$ cat config.mk
export PLATFORM = sky130hd
export DESIGN_NAME = spi_lcd_slave_flat
export DESIGN_NICKNAME = d
export VERILOG_FILES = /design/src/rtl/spi_pkg.sv /design/src/rtl/spi_lcd_slave_if.sv /design/src/rtl/spi_sync_edge.sv /design/src/rtl/spi_lcd_slave.sv /design/src/flat_wrapper.sv
export SDC_FILE = /design/constraint.sdc
export NUM_CORES = 1
export LEC_CHECK = 0
export ABC_AREA = 1
export BUFFER_PORTS_ARGS = -buffer_cell sky130_fd_sc_hd__clkbuf_2
export CAP_MARGIN = 30
export CORE_ASPECT_RATIO = 0.7
export CORE_MARGIN = 5
export CORE_UTILIZATION = 60
export DETAILED_ROUTE_END_ITERATION = 8
export PLACE_DENSITY = 0.88
export SLEW_MARGIN = 25
export SYNTH_ARGS = -nofsm -noshare
export SYNTH_HDL_FRONTEND = slang
export SYNTH_HIERARCHICAL = 1
export SYNTH_SLANG_ARGS = --single-unit
$ cat constraint.sdc
create_clock -name clk -period 2.8 [get_ports clk]
set_clock_uncertainty 0.05 [all_clocks]
set_input_delay 0.28 -clock clk [delete_from_list [all_inputs] [get_ports clk]]
set_output_delay 0.28 -clock clk [all_outputs]
set_load 0.05 [all_outputs]
$ cat src/rtl/spi_pkg.sv
// Shared SPI definitions for the LCD link: word width, bus mode and the
// responder FSM state encoding. Used by both ends of the link.
package spi_pkg;

    // Bits per word on the LCD serial link.
    localparam int SPI_WIDTH = 7;

    // Mode 0: SCLK idles low, data sampled on the rising edge.
    localparam logic SPI_CPOL = 1'b0;
    localparam logic SPI_CPHA = 1'b0;

    // Responder FSM states.
    localparam logic [0:0] ST_IDLE  = 1'b0;
    localparam logic [0:0] ST_SHIFT = 1'b1;

endpackage

$ cat src/rtl/spi_lcd_slave_if.sv
// Serial pin bundle of the LCD SPI link. The master modport drives the
// clock, select and data-out; the slave modport drives MISO and the pad
// output enable.
interface spi_lcd_slave_if;

    logic SCLK;
    logic SS;
    logic MOSI;
    logic MISO;
    logic miso_oe;

    modport master (output SCLK, output SS, output MOSI, input MISO, input miso_oe);
    modport slave  (input SCLK, input SS, input MOSI, output MISO, output miso_oe);

endinterface

$ cat src/rtl/spi_sync_edge.sv
// Two-flop synchronizer plus a previous-value flop for an asynchronous
// control pin. Provides the synchronized level and one-cycle rise/fall
// strobes in the clk domain.
module spi_sync_edge #(
    parameter logic RESET_VAL = 1'b0
) (
    input  logic clk,
    input  logic rst_n,
    input  logic async_in,
    output logic level,
    output logic rise,
    output logic fall
);

    logic s1;
    logic s2;
    logic s3;

    // Synchronizer chain; s3 holds the previous synchronized value.
    always_ff @(posedge clk or negedge rst_n) begin
        if (!rst_n) begin
            s1 <= RESET_VAL;
            s2 <= RESET_VAL;
            s3 <= RESET_VAL;
        end else begin
            // NOTE: non-blocking so every flop samples the pre-edge value of its
            // predecessor; blocking here would collapse the chain into one flop.
            s1 <= async_in;
            s2 <= s1;
            s3 <= s2;
        end
    end

    assign level = s2;
    assign rise  = s2 & ~s3;
    assign fall  = ~s2 & s3;

endmodule

$ cat src/rtl/spi_lcd_slave.sv
// Mode-0 SPI responder terminating the LCD serial link. Oversamples the
// pins in the clk domain, delivers received words as rx_data/rx_valid and
// shifts a single-entry buffered transmit word back on MISO.
// Build option: define SPI_LCD_SLAVE_LSB_FIRST_EN for LSB-first shifting
// in both directions (default MSB first).
module spi_lcd_slave
    import spi_pkg::*;
#(
    parameter int               WIDTH   = SPI_WIDTH,
    parameter logic [WIDTH-1:0] TX_IDLE = '0
) (
    input  logic             clk,
    input  logic             rst_n,
    spi_lcd_slave_if.slave   spi,
    input  logic [WIDTH-1:0] tx_data,
    input  logic             tx_load,
    output logic             tx_ready,
    output logic [WIDTH-1:0] rx_data,
    output logic             rx_valid,
    output logic             busy
);

    localparam int CW = $clog2(WIDTH + 1);

    logic             sclk_level, sclk_rise, sclk_fall;
    logic             ss_level, ss_rise, ss_fall;
    logic             mosi_s1, mosi_s;
    logic [0:0]       state;
    logic [CW-1:0]    cnt;
    logic [WIDTH-2:0] rx_sr;     // bits received so far in this word
    logic [WIDTH-2:0] tx_sr;     // bits still to send after the one on MISO
    logic [WIDTH-1:0] tx_buf;
    logic             tx_full;
    logic             miso_q;
    logic [WIDTH-1:0] rx_next;
    logic [WIDTH-1:0] tx_word;
    logic             consume;

    spi_sync_edge #(.RESET_VAL(SPI_CPOL)) u_sclk_sync (
        .clk      (clk),
        .rst_n    (rst_n),
        .async_in (spi.SCLK),
        .level    (sclk_level),
        .rise     (sclk_rise),
        .fall     (sclk_fall)
    );

    spi_sync_edge #(.RESET_VAL(1'b1)) u_ss_sync (
        .clk      (clk),
        .rst_n    (rst_n),
        .async_in (spi.SS),
        .level    (ss_level),
        .rise     (ss_rise),
        .fall     (ss_fall)
    );

    // SCLK timing is carried entirely by its edge strobes; the level is unused.
    logic unused_sclk;
    assign unused_sclk = sclk_level;

    // Plain 2-flop synchronizer for MOSI, aligned with the SCLK edge strobes.
    always_ff @(posedge clk or negedge rst_n) begin
        if (!rst_n) begin
            mosi_s1 <= 1'b0;
            mosi_s  <= 1'b0;
        end else begin
            mosi_s1 <= spi.MOSI;
            mosi_s  <= mosi_s1;
        end
    end

    // Next rx word and the word to load into the transmitter.
    always_comb begin
`ifdef SPI_LCD_SLAVE_LSB_FIRST_EN
        rx_next = {mosi_s, rx_sr};
`else
        rx_next = {rx_sr, mosi_s};
`endif
        tx_word = tx_full ? tx_buf : TX_IDLE;
        consume = ((state == ST_IDLE) && ss_fall) ||
                  ((state == ST_SHIFT) && sclk_fall && (cnt == '0) && !ss_rise);
    end

    // Transmit buffer: a load into an empty buffer wins over a same-cycle consume.
    always_ff @(posedge clk or negedge rst_n) begin
        if (!rst_n) begin
            // NOTE: data registers are reset too, so nothing reads X after reset
            // even though tx_full alone guards the buffer contents.
            tx_buf  <= '0;
            tx_full <= 1'b0;
        end else if (tx_load && !tx_full) begin
            tx_buf  <= tx_data;
            tx_full <= 1'b1;
        end else if (consume) begin
            tx_full <= 1'b0;
        end
    end

    // Responder FSM: bit counting, rx shifting, tx shifting and word delivery.
    always_ff @(posedge clk or negedge rst_n) begin
        if (!rst_n) begin
            state    <= ST_IDLE;
            cnt      <= '0;
            rx_sr    <= '0;
            tx_sr    <= '0;
            miso_q   <= 1'b0;
            rx_data  <= '0;
            rx_valid <= 1'b0;
        end else begin
            rx_valid <= 1'b0;
            case (state)
                ST_IDLE: begin
                    if (ss_fall) begin
                        state <= ST_SHIFT;
                        cnt   <= '0;
`ifdef SPI_LCD_SLAVE_LSB_FIRST_EN
                        miso_q <= tx_word[0];
                        tx_sr  <= tx_word[WIDTH-1:1];
`else
                        miso_q <= tx_word[WIDTH-1];
                        tx_sr  <= tx_word[WIDTH-2:0];
`endif
                    end
                end
                ST_SHIFT: begin
                    if (sclk_rise) begin
`ifdef SPI_LCD_SLAVE_LSB_FIRST_EN
                        rx_sr <= rx_next[WIDTH-1:1];
`else
                        rx_sr <= rx_next[WIDTH-2:0];
`endif
                        if (cnt == CW'(WIDTH - 1)) begin
                            rx_data  <= rx_next;
                            rx_valid <= 1'b1;
                            cnt      <= '0;
                        end else begin
                            cnt <= cnt + CW'(1);
                        end
                    end else if (sclk_fall) begin
                        // A fall at count 0 is a word boundary: start the next word.
`ifdef SPI_LCD_SLAVE_LSB_FIRST_EN
                        if (cnt != '0) begin
                            miso_q <= tx_sr[0];
                            tx_sr  <= tx_sr >> 1;
                        end else begin
                            miso_q <= tx_word[0];
                            tx_sr  <= tx_word[WIDTH-1:1];
                        end
`else
                        if (cnt != '0) begin
                            miso_q <= tx_sr[WIDTH-2];
                            tx_sr  <= tx_sr << 1;
                        end else begin
                            miso_q <= tx_word[WIDTH-1];
                            tx_sr  <= tx_word[WIDTH-2:0];
                        end
`endif
                    end
                    // Deselect last, so a word completing in this cycle is kept.
                    if (ss_rise) begin
                        state  <= ST_IDLE;
                        cnt    <= '0;
                        miso_q <= 1'b0;
                    end
                end
            endcase
        end
    end

    assign spi.MISO    = miso_q;
    assign spi.miso_oe = ~ss_level;
    assign tx_ready    = ~tx_full;
    assign busy        = (state == ST_SHIFT) && (cnt != '0);

endmodule
$ cat src/flat_wrapper.sv
// flat-port wrapper written by rule: the top's interface ports become plain ports
module spi_lcd_slave_flat import spi_pkg::*;
#(
    parameter int               WIDTH   = SPI_WIDTH,
    parameter logic [WIDTH-1:0] TX_IDLE = '0
)
  (clk, rst_n, tx_data, tx_load, tx_ready, rx_data, rx_valid, busy, spi_SCLK, spi_SS, spi_MOSI, spi_MISO, spi_miso_oe);
  spi_lcd_slave_if spi_i ();
  input  logic clk;
  input  logic rst_n;
  input  logic [WIDTH-1:0] tx_data;
  input  logic tx_load;
  output logic tx_ready;
  output logic [WIDTH-1:0] rx_data;
  output logic rx_valid;
  output logic busy;
  input wire logic [$bits(spi_i.SCLK)-1:0] spi_SCLK;
  input wire logic [$bits(spi_i.SS)-1:0] spi_SS;
  input wire logic [$bits(spi_i.MOSI)-1:0] spi_MOSI;
  output wire logic [$bits(spi_i.MISO)-1:0] spi_MISO;
  output wire logic [$bits(spi_i.miso_oe)-1:0] spi_miso_oe;
  assign spi_i.SCLK = spi_SCLK;
  assign spi_i.SS = spi_SS;
  assign spi_i.MOSI = spi_MOSI;
  assign spi_MISO = spi_i.MISO;
  assign spi_miso_oe = spi_i.miso_oe;
  spi_lcd_slave #(.WIDTH(WIDTH), .TX_IDLE(TX_IDLE)) u_core (.clk(clk), .rst_n(rst_n), .spi(spi_i), .tx_data(tx_data), .tx_load(tx_load), .tx_ready(tx_ready), .rx_data(rx_data), .rx_valid(rx_valid), .busy(busy));
endmodule
## Word level (Yosys, flattened, before mapping)

Cells that the tools add are included.

| word-level totals | value |
|---|---|
| register bits | 41 |
| input bits | 13 |
| output and inout bits | 12 |
| logic and storage cells | 77 |

| operators by class | value |
|---|---|
| $add $sub $neg | 1 |
| equality and inequality tests | 7 |
| multiplexer cells | 25 |
| bitwise logic cells | 10 |
| reductions and logical operators | 17 |

Operators with widths:

| kind | count |
|---|---|
| $mux W6 | 4 |
| $mux W1 | 12 |
| $mux W3 | 4 |
| $pmux W6 S2 | 1 |
| $reduce_and A3 Y1 | 3 |
| $mux W7 | 1 |
| $logic_and A1 B1 Y1 | 6 |
| $ne A3 B1 Y1 const B | 2 |
| $not A1 Y1 | 6 |
| $pmux W3 S2 | 1 |
| $and A1 B1 Y1 | 4 |
| $ne A2 B1 Y1 const B | 2 |
| $pmux W1 S2 | 2 |
| $reduce_and A2 Y1 | 2 |
| $add A3 B1 Y3 const B | 1 |
| $eq A3 B3 Y1 const B | 1 |
| $logic_not A3 Y1 | 1 |
| $ne A3 B3 Y1 const B | 1 |
| $reduce_bool A3 Y1 | 1 |
| $logic_not A1 Y1 | 2 |
| $ne A2 B2 Y1 const B | 1 |
| $reduce_bool A2 Y1 | 1 |
| $logic_or A1 B1 Y1 | 1 |

## Longest topological paths before layout

Gate-level depths: netlist of the first run.

| depth | value |
|---|---|
| word-level depth | 8 |
| mapped depth | 8 |

## Hierarchy

Netlist of the first run, hierarchy kept.

Modules (own cells, without submodules):

| module | instances | cells an instance | area an instance (um^2) |
|---|---|---|---|
| spi_lcd_slave | 1 | 168 | 1575.3 |
| spi_sync_edge at u_core.u_ss_sync | 1 | 7 | 93.8 |
| spi_sync_edge at u_core.u_sclk_sync | 1 | 7 | 90.1 |

## Least setup slack after synthesis of the first run

No wires, ideal clock.

| timing | value |
|---|---|
| kind | flip-flop to flip-flop |
| start point | register u_core.tx_full |
| end point | register u_core.tx_buf[0] |
| library setup time | 0.125 ns |
| data arrival time | 1.309 ns |
| required time | 2.625 ns |
| slack | 1.317 ns |
| cell stages (with the launch flop) | 5 |
| period minus slack after synthesis | 1.483 ns |
| cell sequence | dfrtp_1 > buf_6 > inv_1 > nand2_2 > mux2_2 |

| on the way | value |
|---|---|
| cells in the longest elaborated chain, start to end | 2 |

RTL lines:

| element | line | source |
|---|---|---|
| start: declaration | spi_lcd_slave.sv:33 | `logic tx_full;` |
| start signal: assignment | spi_lcd_slave.sv:90 | `tx_full <= 1'b0;` |
| start signal: assignment | spi_lcd_slave.sv:93 | `tx_full <= 1'b1;` |
| start signal: assignment | spi_lcd_slave.sv:95 | `tx_full <= 1'b0;` |
| $logic_not A1 Y1 | spi_lcd_slave.sv:91 | `end else if (tx_load && !tx_full) begin` |
| $logic_and A1 B1 Y1 | spi_lcd_slave.sv:91 |  |
| end signal: assignment | spi_lcd_slave.sv:92 | `tx_buf <= tx_data;` |
| end: declaration | spi_lcd_slave.sv:32 | `logic [WIDTH-1:0] tx_buf;` |

No other way between the ends.
A chain may end at the register's enable or synchronous reset.

## Worst setup path in the final report of the first run

| timing | value |
|---|---|
| start point | register u_core.state |
| end point | output port busy |

| on the way | value |
|---|---|
| cells in the longest elaborated chain, start to end | 1 |

RTL lines:

| element | line | source |
|---|---|---|
| start: declaration | spi_lcd_slave.sv:28 | `logic [0:0] state;` |
| start signal: assignment | spi_lcd_slave.sv:102 | `state <= ST_IDLE;` |
| start signal: assignment | spi_lcd_slave.sv:114 | `state <= ST_SHIFT;` |
| start signal: assignment | spi_lcd_slave.sv:161 | `state <= ST_IDLE;` |
| $logic_and A1 B1 Y1 | spi_lcd_slave.sv:173 | `assign busy = (state == ST_SHIFT) && (cnt != '0);` |
| end: declaration | flat_wrapper.sv:16 | `output logic busy;` |

No other way between the ends.

==> results.md, run 1 <==
* Status: finished, final reports clean
* Period utilization at 64.9%
* Sw Pwr at 637 µW
* Number of iterations in the first detailed-routing pass at 4
* Synth top area cells: dfrtp_1 54%, nand2_1 9.2%, inv_1 6.0%
* Post-route cell area at 2020 µm²
* Gp weighted congestion at 0.832
* Max-slew violations at 0
* Post-DP Area at 1900 µm²
* Buf+Inv Stages, Crit Path at 2
* Max Cap Viol at 0
* R2r setup slk at 1060 ps
* Site row count at 16
* Mean Syn Cell Area at 9.67 µm²
* Combinational power share at 28.9%
* # diodes at 0
* Synth Net Count at 195
* Int Pwr at 1.21 mW
* Final setup fails at 0
* First-pass GRT wire length at 5.20 mm
* Hold path start: spi_SS
* Main combinational cell family by area after synthesis: simple AND/OR/NAND/NOR gates
* Core box area at 2800 µm²
* Synth Area in Simple Gates at 19.6%
* Die width at 74.7 µm
* Worst Setup SP: u_core/state$_DFF_PN0_
* Highest Clock Rate at 551 MHz
* Adder-Cell Fraction of Synth Area at 0%
* Max H-tree Level at 2
* Multi-input logic area at 576 µm²
* CP cell instances: nand2_1, inv_1, clkbuf_2
* DR vias at 1,214
* CP max stage delay at 600 ps
* Synth top area share at 54.1%
* Via/cell ratio at 4.91
* GRT Total Usage at 16.3%
* Die footprint at 4130 µm²
* Worst slew pin tran at 480 ps
* Register area share after synthesis at 58.5%
* Startpoint class of the critical path: register
* Pre-CTS WS at 1070 ps
* Starting DRT DRC Count at 78
* Crit path time final at 1820 ps
* Dpl hpwl at 2.05 mm
* Starting density of the core at 62.8%
* Max_slew headroom at 68.0%
* Worst path top cell family by delay: flip-flops
* Die H at 55.3 µm
* Critical path type: register to primary output
* Fin. Hold Viols at 0
* Compound-Gate Fraction of Synth Area at 8.61%
* Layout Nets at 223
* Initial antenna violation count at 0
* Total routed wirelength at 2.96 mm
* Num CTS Buffers at 5
* Resize count post-CTS at 0
* Clock Latency Late Sink at 290 ps
* Crit path arrival time at 1490 ps
* Clk buf depth at 2
* Mean routed wirelength per cell at 12.0 µm
* Worst Hold Class: input port to register
* Unrepaired setup endpoints after global routing: no
* Clock slew at reported path FFs at 70 ps
* Storage element area at 1030 µm²
* Number of global-route vias before repair at 1,203
* Final ANT Viol Nets at 0
* Post-route setup slack at 984 ps
* CTS tree: built
* Sw Share at 34.5%
* XOR/XNOR Fraction of Synth Area at 0%
* Synthesis-stage register bit count at 41
* Unique masters post-synth at 22
* Crit path max fanout at 12
* Gate Count Post-Synth at 182
* Slowest stage cell, crit path: dfrtp_1
* Port Buffers at 24
* Share of layout cells above drive strength 1 at 26.5%
* CP Capture Type: primary output
* CTS sink cnt at 41
* Post-synthesis mux area share at 4.48%
* Fill count at 190
* Number of remaining DRC errors at 0
* Worst vdd ir at 738 µV
* GRT overflow at 0
* Num ports at 25
* Leak at 1.06 nW
* Clock power share at 24.4%
* Sequential power share at 46.7%
* Setup tns final at 0 ps
* Root Buffer: clkbuf_8
* Layout overhead on the synthesized area at 14.9%
* Synth warn at 6
* Required time of the critical path at 2470 ps
* PwrDens at 914 nW/µm²
* Fin util at 72.1%
* Synthesized cell area at 1760 µm²
* Critical R2R Launch: u_core/state$_DFF_PN0_
* Yosys top cell by area: dfrtp_1
* Largest net degree at the start of global routing at 24
sequential cells by signal (all words and copies together), names as in the netlist, 3 cells and up:
name / flops
u_core/tx_sr: 6
u_core/rx_sr: 6
u_core/rx_data: 7
u_core/tx_buf: 7
u_core/cnt: 3
layout make-up:
class / count / share of cell area (%)
clock buffer: 6 / 3.59
multi-input combinational: 108 / 28.5
timing repair buffer: 26 / 7.80
clock inverter: 2 / 1.73
tap: 36 / 2.23
sequential: 41 / 51.0
inverter: 28 / 5.20
cells in the mapped netlist:
library cell  count
buf_6             4
nand3_1          14
nand2_2           2
o21ai_2           6
dfstp_2           3
mux2_2            7
nor2_4            2
o21ai_0          11
nor2_1            8
inv_1            28
clkbuf_1          1
or2_2             1
nand2_1          43
nand2_4           1
nor3_1            1
nand3b_1          1
a21oi_2           1
dfrtp_1          38
nand4_1           2
a21oi_1           5
nor2_2            1
o21ai_1           2
layer usage:
| layer | global-route usage, % | up-vias | wire length, µm |
|---|---|---|---|
| met2 | 22.7 | 28 | 1300 |
| met1 | 23.1 | 550 | 1460 |
| met4 | 7.36 | 0 | 42 |
| li1 | - | 631 | - |
| met5 | 0 | - | 0 |
| met3 | 5.25 | 5 | 147 |
layout by cell type, fill, tap and decap left out:
master / Yosys / final
a21oi_1: 5 / 5
a21oi_2: 1 / 1
buf_16: 0 / 1
bufinv_16: 0 / 1
clkbuf_1: 1 / 1
clkbuf_2: 0 / 24
clkbuf_8: 0 / 5
clkinv_2: 0 / 1
dfrtp_1: 38 / 38
dfstp_2: 3 / 3
dlygate4sd3_1: 0 / 1
inv_1: 28 / 28
mux2_2: 7 / 7
nand2_1: 43 / 43
nand2_2: 2 / 2
nand2_4: 1 / 1
nand3_1: 14 / 14
nand3b_1: 1 / 1
nand4_1: 2 / 2
nor2_1: 8 / 8
nor2_2: 1 / 1
nor2_4: 2 / 2
nor3_1: 1 / 1
o21ai_0: 11 / 11
o21ai_1: 2 / 2
o21ai_2: 6 / 6
or2_2: 1 / 1
through the flow:
stage | hold slack (ps) | std cells | power [mW]
4_1_cts | 11.6 | 247 | 1.86
3_5_place_dp | 213 | 238 | 1.40
6_report | 19.8 | 247 | 1.85
2_1_floorplan | -65.6 | 182 | 1.29
5_1_grt | 7.71 | 247 | 1.97
3_3_place_gp | 283 | 237 | 1.37
timing repair:
action	in CTS	in global routing
hold buffers	1	0
setup buffers	0	0
hold endpoints to repair	16	0
worst paths after layout:
path / to / depth (start not counted)
setup reg to reg: u_core/rx_data[1]$_DFFE_PN0P_ / 5
min in group asynchronous: u_core/u_sclk_sync/s1$_DFF_PN0_ / 2
max in group asynchronous: u_core/u_ss_sync/s3$_DFF_PN1_ / 3
hold / removal: u_core/u_ss_sync/s1$_DFF_PN1_ / 1
hold reg to reg: u_core/u_ss_sync/level$_DFF_PN1_ / 0
setup / recovery: busy / 3
power groups by stage:
stage / clock, mW / combinational [mW] / sequential (mW)
6_report: 0.451 / 0.534 / 0.862
5_1_grt: 0.490 / 0.601 / 0.879
4_1_cts: 0.462 / 0.534 / 0.862
3_5_place_dp: 0 / 0.527 / 0.870
3_3_place_gp: 0 / 0.512 / 0.862
2_1_floorplan: 0 / 0.434 / 0.856
cell families (layout without fill, tap and decap cells):
kind of cell	count (synthesis)	in the layout
and+or+nand+nor	76	76
DFF	41	41
buffers and inverters	33	62
AOI/OAI and AO/OA	25	25
muxes	7	7
Note: power is estimated with default switching activity, not from simulation.
==> run 2: changes to the inputs <==
- CORE_UTILIZATION: 60 -> 55
- PLACE_DENSITY: 0.88 -> 0.82
- clock period: 2.8 -> 1.7 ns (I/O delays scaled with it)
==> results.md, run 2 (synthesis results as in run 1) <==
* Total routed wirelength at 3.08 mm
* Layout overhead on the synthesized area at 19.5%
* PwrDens at 1550 nW/µm²
* Core box area at 3110 µm²
* Clock slew at reported path FFs at 80 ps
* Setup tns final at 0 ps
* Gp weighted congestion at 0.789
* First-pass GRT wire length at 5.38 mm
* Largest registers: u_core/rx_data (7), u_core/tx_buf (7)
* Final setup fails at 0
* Worst hold slack at 60.4 ps
* CP Capture Type: primary output
* Crit path time final at 1610 ps
* Number of remaining DRC errors at 0
* Port Buffers at 24
* Initial antenna violation count at 0
* Clock Latency Late Sink at 290 ps
* Highest Clock Rate at 622 MHz
* Root Buffer: clkbuf_8
* Share of layout cells above drive strength 1 at 29.0%
* Required time of the critical path at 1480 ps
* Worst slew pin tran at 482 ps
* Die H at 57.3 µm
* Layout Cells excl Fill at 255
* Dpl cells at 242
* Number of iterations in the first detailed-routing pass at 4
* Pre-CTS WS at 165 ps
* Final ANT Viol Nets at 0
* Site row count at 17
* CTS tree: built
* Dpl hpwl at 2.19 mm
* Num ports at 25
* Status: finished, final reports clean
* Layout Nets at 229
* Critical path type: register to primary output
* Leak at 1.09 nW
* Starting density of the core at 56.6%
* Worst vdd ir at 1000 µV
* Max Cap Viol at 0
* # diodes at 0
* Starting DRT DRC Count at 66
* GRT Total Usage at 15.1%
* Period utilization at 94.5%
* Fin util at 67.7%
* Via/cell ratio at 4.99
* Startpoint class of the critical path: register
* Number of global-route vias before repair at 1,232
* Max H-tree Level at 2
* DR vias at 1,272
* CTS sink cnt at 41
* Crit path max fanout at 7
* GRT overflow at 0
* Crit path arrival time at 1390 ps
* Mean routed wirelength per cell at 12.1 µm
* Clk buf depth at 2
* Fill count at 239
* Max_slew headroom at 67.8%
* Die width at 77.6 µm
* Max-slew violations at 0
* Die footprint at 4450 µm²
* Unrepaired setup endpoints after global routing: no
* Commonest cells after routing, fill and taps aside: 42 x nand2_1, 36 x dfrtp_1, 28 x inv_1
* Num CTS Buffers at 5
* Post-route setup slack at 93.4 ps
* Largest net degree at the start of global routing at 24
* Fin. Hold Viols at 0
* Worst Hold Class: input port to register
* Commonest non-fill, non-tap cell in the layout: nand2_1
==> run 2: final timing paths <==
path,startpoint,to,slack [ps],cells after the start
min in group asynchronous,rst_n,u_core/rx_sr[2]$_DFFE_PN0P_,320,2
max in group asynchronous,rst_n,u_core/u_ss_sync/s3$_DFF_PN1_,730,3
max reg2reg,u_core/u_ss_sync/s3$_DFF_PN1_,u_core/tx_sr[1]$_DFFE_PN0P_,170,7
min reg2reg,u_core/mosi_s1$_DFF_PN0_,u_core/mosi_s$_DFF_PN0_,310,0
max,u_core/cnt[1]$_DFFE_PN0P_,busy,90,5
min,tx_data[4],u_core/tx_buf[4]$_DFFE_PN0P_,60,2
==> run 2: repair_timing <==
| action | 4_1_cts | 5_1_grt |
|---|---|---|
| pin swaps | 0 | 1 |
| gates resized for setup | 2 | 2 |
| endpoints found under the setup margin | 1 | 1 |
| endpoints found under the hold margin | 21 | 0 |
| hold buffers | 4 | 0 |
| buffers inserted | 0 | 1 |
==> run 2: stage by stage <==
stage                     total power, mW  instance area (µm²)
final                                3.26                 2100
after global routing                 3.47                 2100
after CTS                            3.25                 2090
after detailed placement             2.32                 1910
after global placement               2.29                 1910
after floorplan                      2.13                 1760
==> run 2: critical path, cell delays in order, from the launching register on <==
cell and delay [ps]:
dfrtp_2 450, nor2_4 170, nand2_4 100, nand2_2 120, inv_1 50, clkbuf_4 200
==> run 2: layout make-up <==
type                            count  area (µm²)  share of cell area, %
Multi-Input combinational cell    108         578                   27.5
Inverter                           28         105                   5.00
Sequential cell                    41        1030                   49.1
Timing Repair Buffer               32         205                   9.76
Tap cell                           38        47.5                   2.26
Clock inverter                      3        65.1                   3.10
Clock buffer                        5        68.8                   3.27
==> run 2: power breakdown <==
group / internal (mW) / switching (mW) / leakage [nW]
clock: 0.583 / 0.323 / 0.0681
sequential: 1.24 / 0.178 / 0.513
combinational: 0.349 / 0.583 / 0.509
==> run 2: per-layer routing <==
metal / vias up / part of all wire [%] / track usage [%]
met2: 41 / 45 / 23.4
met4: 0 / 1.2 / 3.68
li1: 638 / - / -
met5: - / 0 / 0
met3: 6 / 6.3 / 4.57
met1: 587 / 48 / 21.1
==> run 3: changes to the inputs <==
- CORE_UTILIZATION: 55 -> 50
- PLACE_DENSITY: 0.82 -> 0.79
- clock period: 1.7 -> 1.4 ns (I/O delays scaled with it)
==> results.md, run 3 (synthesis results as in run 1) <==
* Status: finished, final reports clean
* CTS sink cnt at 41
* Required time of the critical path at 1530 ps
* Die width at 80.9 µm
* Hold path start: tx_data[6]
* Max Cap Viol at 0
* CP cell instances: inv_1, nor2_2, inv_1, nand2_2, a21oi_1, nor2_1, a21oi_2
* Initial antenna violation count at 0
* Num CTS Buffers at 5
* Number of iterations in the first detailed-routing pass at 4
* Slowest stage cell, crit path: dfstp_2
* Post-route cell area at 2220 µm²
* Port Buffers at 24
* # diodes at 0
* Commonest non-fill, non-tap cell in the layout: nand2_1
* Die H at 59.6 µm
* Post-route setup slack at 27.2 ps
* Starting density of the core at 51.1%
* CP max stage delay at 580 ps
* Worst path most repeated cell: inv_1
* Max-slew violations at 0
* Clock Latency Late Sink at 290 ps
* Fill count at 280
* Worst Hold Class: input port to register
* Met2 wire length at 1.49 mm
* Startpoint class of the critical path: register
* DR WL met3 at 152 µm
* Final setup fails at 0
* Largest registers: u_core/rx_data (7), u_core/tx_buf (7)
* Total routed wirelength at 3.15 mm
* Layout Cells excl Fill at 276
* Mean routed wirelength per cell at 11.4 µm
* Die footprint at 4820 µm²
* Worst slew pin tran at 282 ps
* Layout overhead on the synthesized area at 26.5%
* Hold Path End: u_core/tx_buf[6]$_DFFE_PN0P_
* Clk buf depth at 2
* Core box area at 3450 µm²
* Post-DP Area at 1990 µm²
* R2r setup slk at 30 ps
* Hold Crit Depth at 2
* Max_slew headroom at 81.3%
* Number of remaining DRC errors at 0
* Clock slew at reported path FFs at 70 ps
* CTS tree: built
* Layout Nets at 238
* Share of layout cells above drive strength 1 at 37.6%
* Unrepaired setup endpoints after global routing: yes
* Max H-tree Level at 2
* GRT Total Usage at 15.7%
* DR vias at 1,286
* Final ANT Viol Nets at 0
* Crit path arrival time at 1500 ps
* Max Used Layer: met4
* Commonest cells after routing, fill and taps aside: 40 x nand2_1, 35 x dfrtp_1, 24 x inv_1
* Num ports at 25
* PwrDens at 1750 nW/µm²
* Dpl hpwl at 2.21 mm
* Critical R2R Launch: u_core/u_ss_sync/level$_DFF_PN1_
* Reg2reg end: u_core/cnt[2]$_DFFE_PN0P_
* First-pass GRT wire length at 5.55 mm
* Worst hold slack at 24.6 ps
* Highest Clock Rate at 728 MHz
* Buf+Inv Stages, Crit Path at 2
* Pre-CTS WS at -36.9 ps
* Via/cell ratio at 4.66
* Worst path top cell family by delay: flip-flops
* CP Capture Type: register
* Crit path max fanout at 4
* Worst-case reg-to-reg path depth at 7
* Root Buffer: clkbuf_8
* Worst vdd ir at 1200 µV
* Crit path time final at 1370 ps
* Period utilization at 98.1%
* GRT overflow at 0
* Fin. Hold Viols at 0
* Largest net degree at the start of global routing at 42
* Number of global-route vias before repair at 1,244
* Site row count at 18
* Overall Power at 3.89 mW
* Critical path type: register to register
* Starting DRT DRC Count at 104
* WL met1 at 1.46 mm
* Gp weighted congestion at 0.823
* Dpl cells at 260
* Leak at 1.13 nW
[run 3: changes by cell type in the layout (fill, tap and decap cells not counted), moves of 3 or more]
| cell | change |
|---|---|
| buf_4 | +8 |
| inv_1 | -4 |
| inv_2 | +3 |
| nand2_4 | +3 |
| nor2_1 | -4 |
| nor2_2 | +3 |
[run 3: final cells by class]
cell class                      count  area [µm²]  share of cell area [%]
Clock buffer                        7        86.3                    3.88
Timing Repair Buffer               41         293                    13.2
Sequential cell                    41        1030                    46.5
Clock inverter                      1        7.51                   0.337
Tap cell                           50        62.6                    2.81
Multi-Input combinational cell    108         633                    28.5
Inverter                           28         109                    4.89
[run 3: how the worst max path moves through the flow]
stage / from / endpoint / slack [ps] / cells past startpoint
after global placement: u_core/u_ss_sync/s3$_DFF_PN1_ / u_core/tx_sr[3]$_DFFE_PN0P_ / 0.4 / 7
final: u_core/u_ss_sync/level$_DFF_PN1_ / u_core/cnt[2]$_DFFE_PN0P_ / 30 / 7
after global routing: u_core/u_ss_sync/level$_DFF_PN1_ / u_core/cnt[2]$_DFFE_PN0P_ / -70 / 7
after CTS: u_core/u_ss_sync/s3$_DFF_PN1_ / u_core/tx_sr[4]$_DFFE_PN0P_ / -7 / 7
after detailed placement: u_core/u_ss_sync/s3$_DFF_PN1_ / u_core/tx_sr[4]$_DFFE_PN0P_ / -40 / 7
after floorplan: u_core/tx_full$_DFFE_PN0P_ / u_core/tx_buf[0]$_DFFE_PN0P_ / 1 / 4
[run 3: per-layer routing]
metal	up-vias	GRT usage, %
met3	5	6.69
met1	586	20.6
met4	0	6.27
li1	660	-
met2	35	22.9
met5	-	0
[run 3: timing repair]
item                                    in CTS  in global routing
setup buffers                                4                  0
endpoints found under the hold margin       41                  0
resized for setup                            8                 17
endpoints found under the setup margin       9                 18
hold buffers                                 4                  0
pin swaps                                    1                  4
[run 3: report_power, final]
part | internal (mW) | switching (mW)
logic | 0.593 | 0.819
registers | 1.51 | 0.181
clock network | 0.400 | 0.384
[run 3: worst reg2reg max path, stage by stage (launching register included)]
cell and delay (ps):
dfstp_2 580, inv_1 60, nor2_2 110, inv_1 60, nand2_2 90, a21oi_1 90, nor2_1 160, a21oi_2 40
[run 3: metrics by stage]
| stage | setup TNS [ps] | utilization, % |
|---|---|---|
| after floorplan | 0 | - |
| after global placement | 0 | 57.9 |
| after detailed placement | -159 | 57.9 |
| after CTS | -7.09 | 63.3 |
| after global routing | -169 | 64.6 |
| final | 0 | 64.6 |
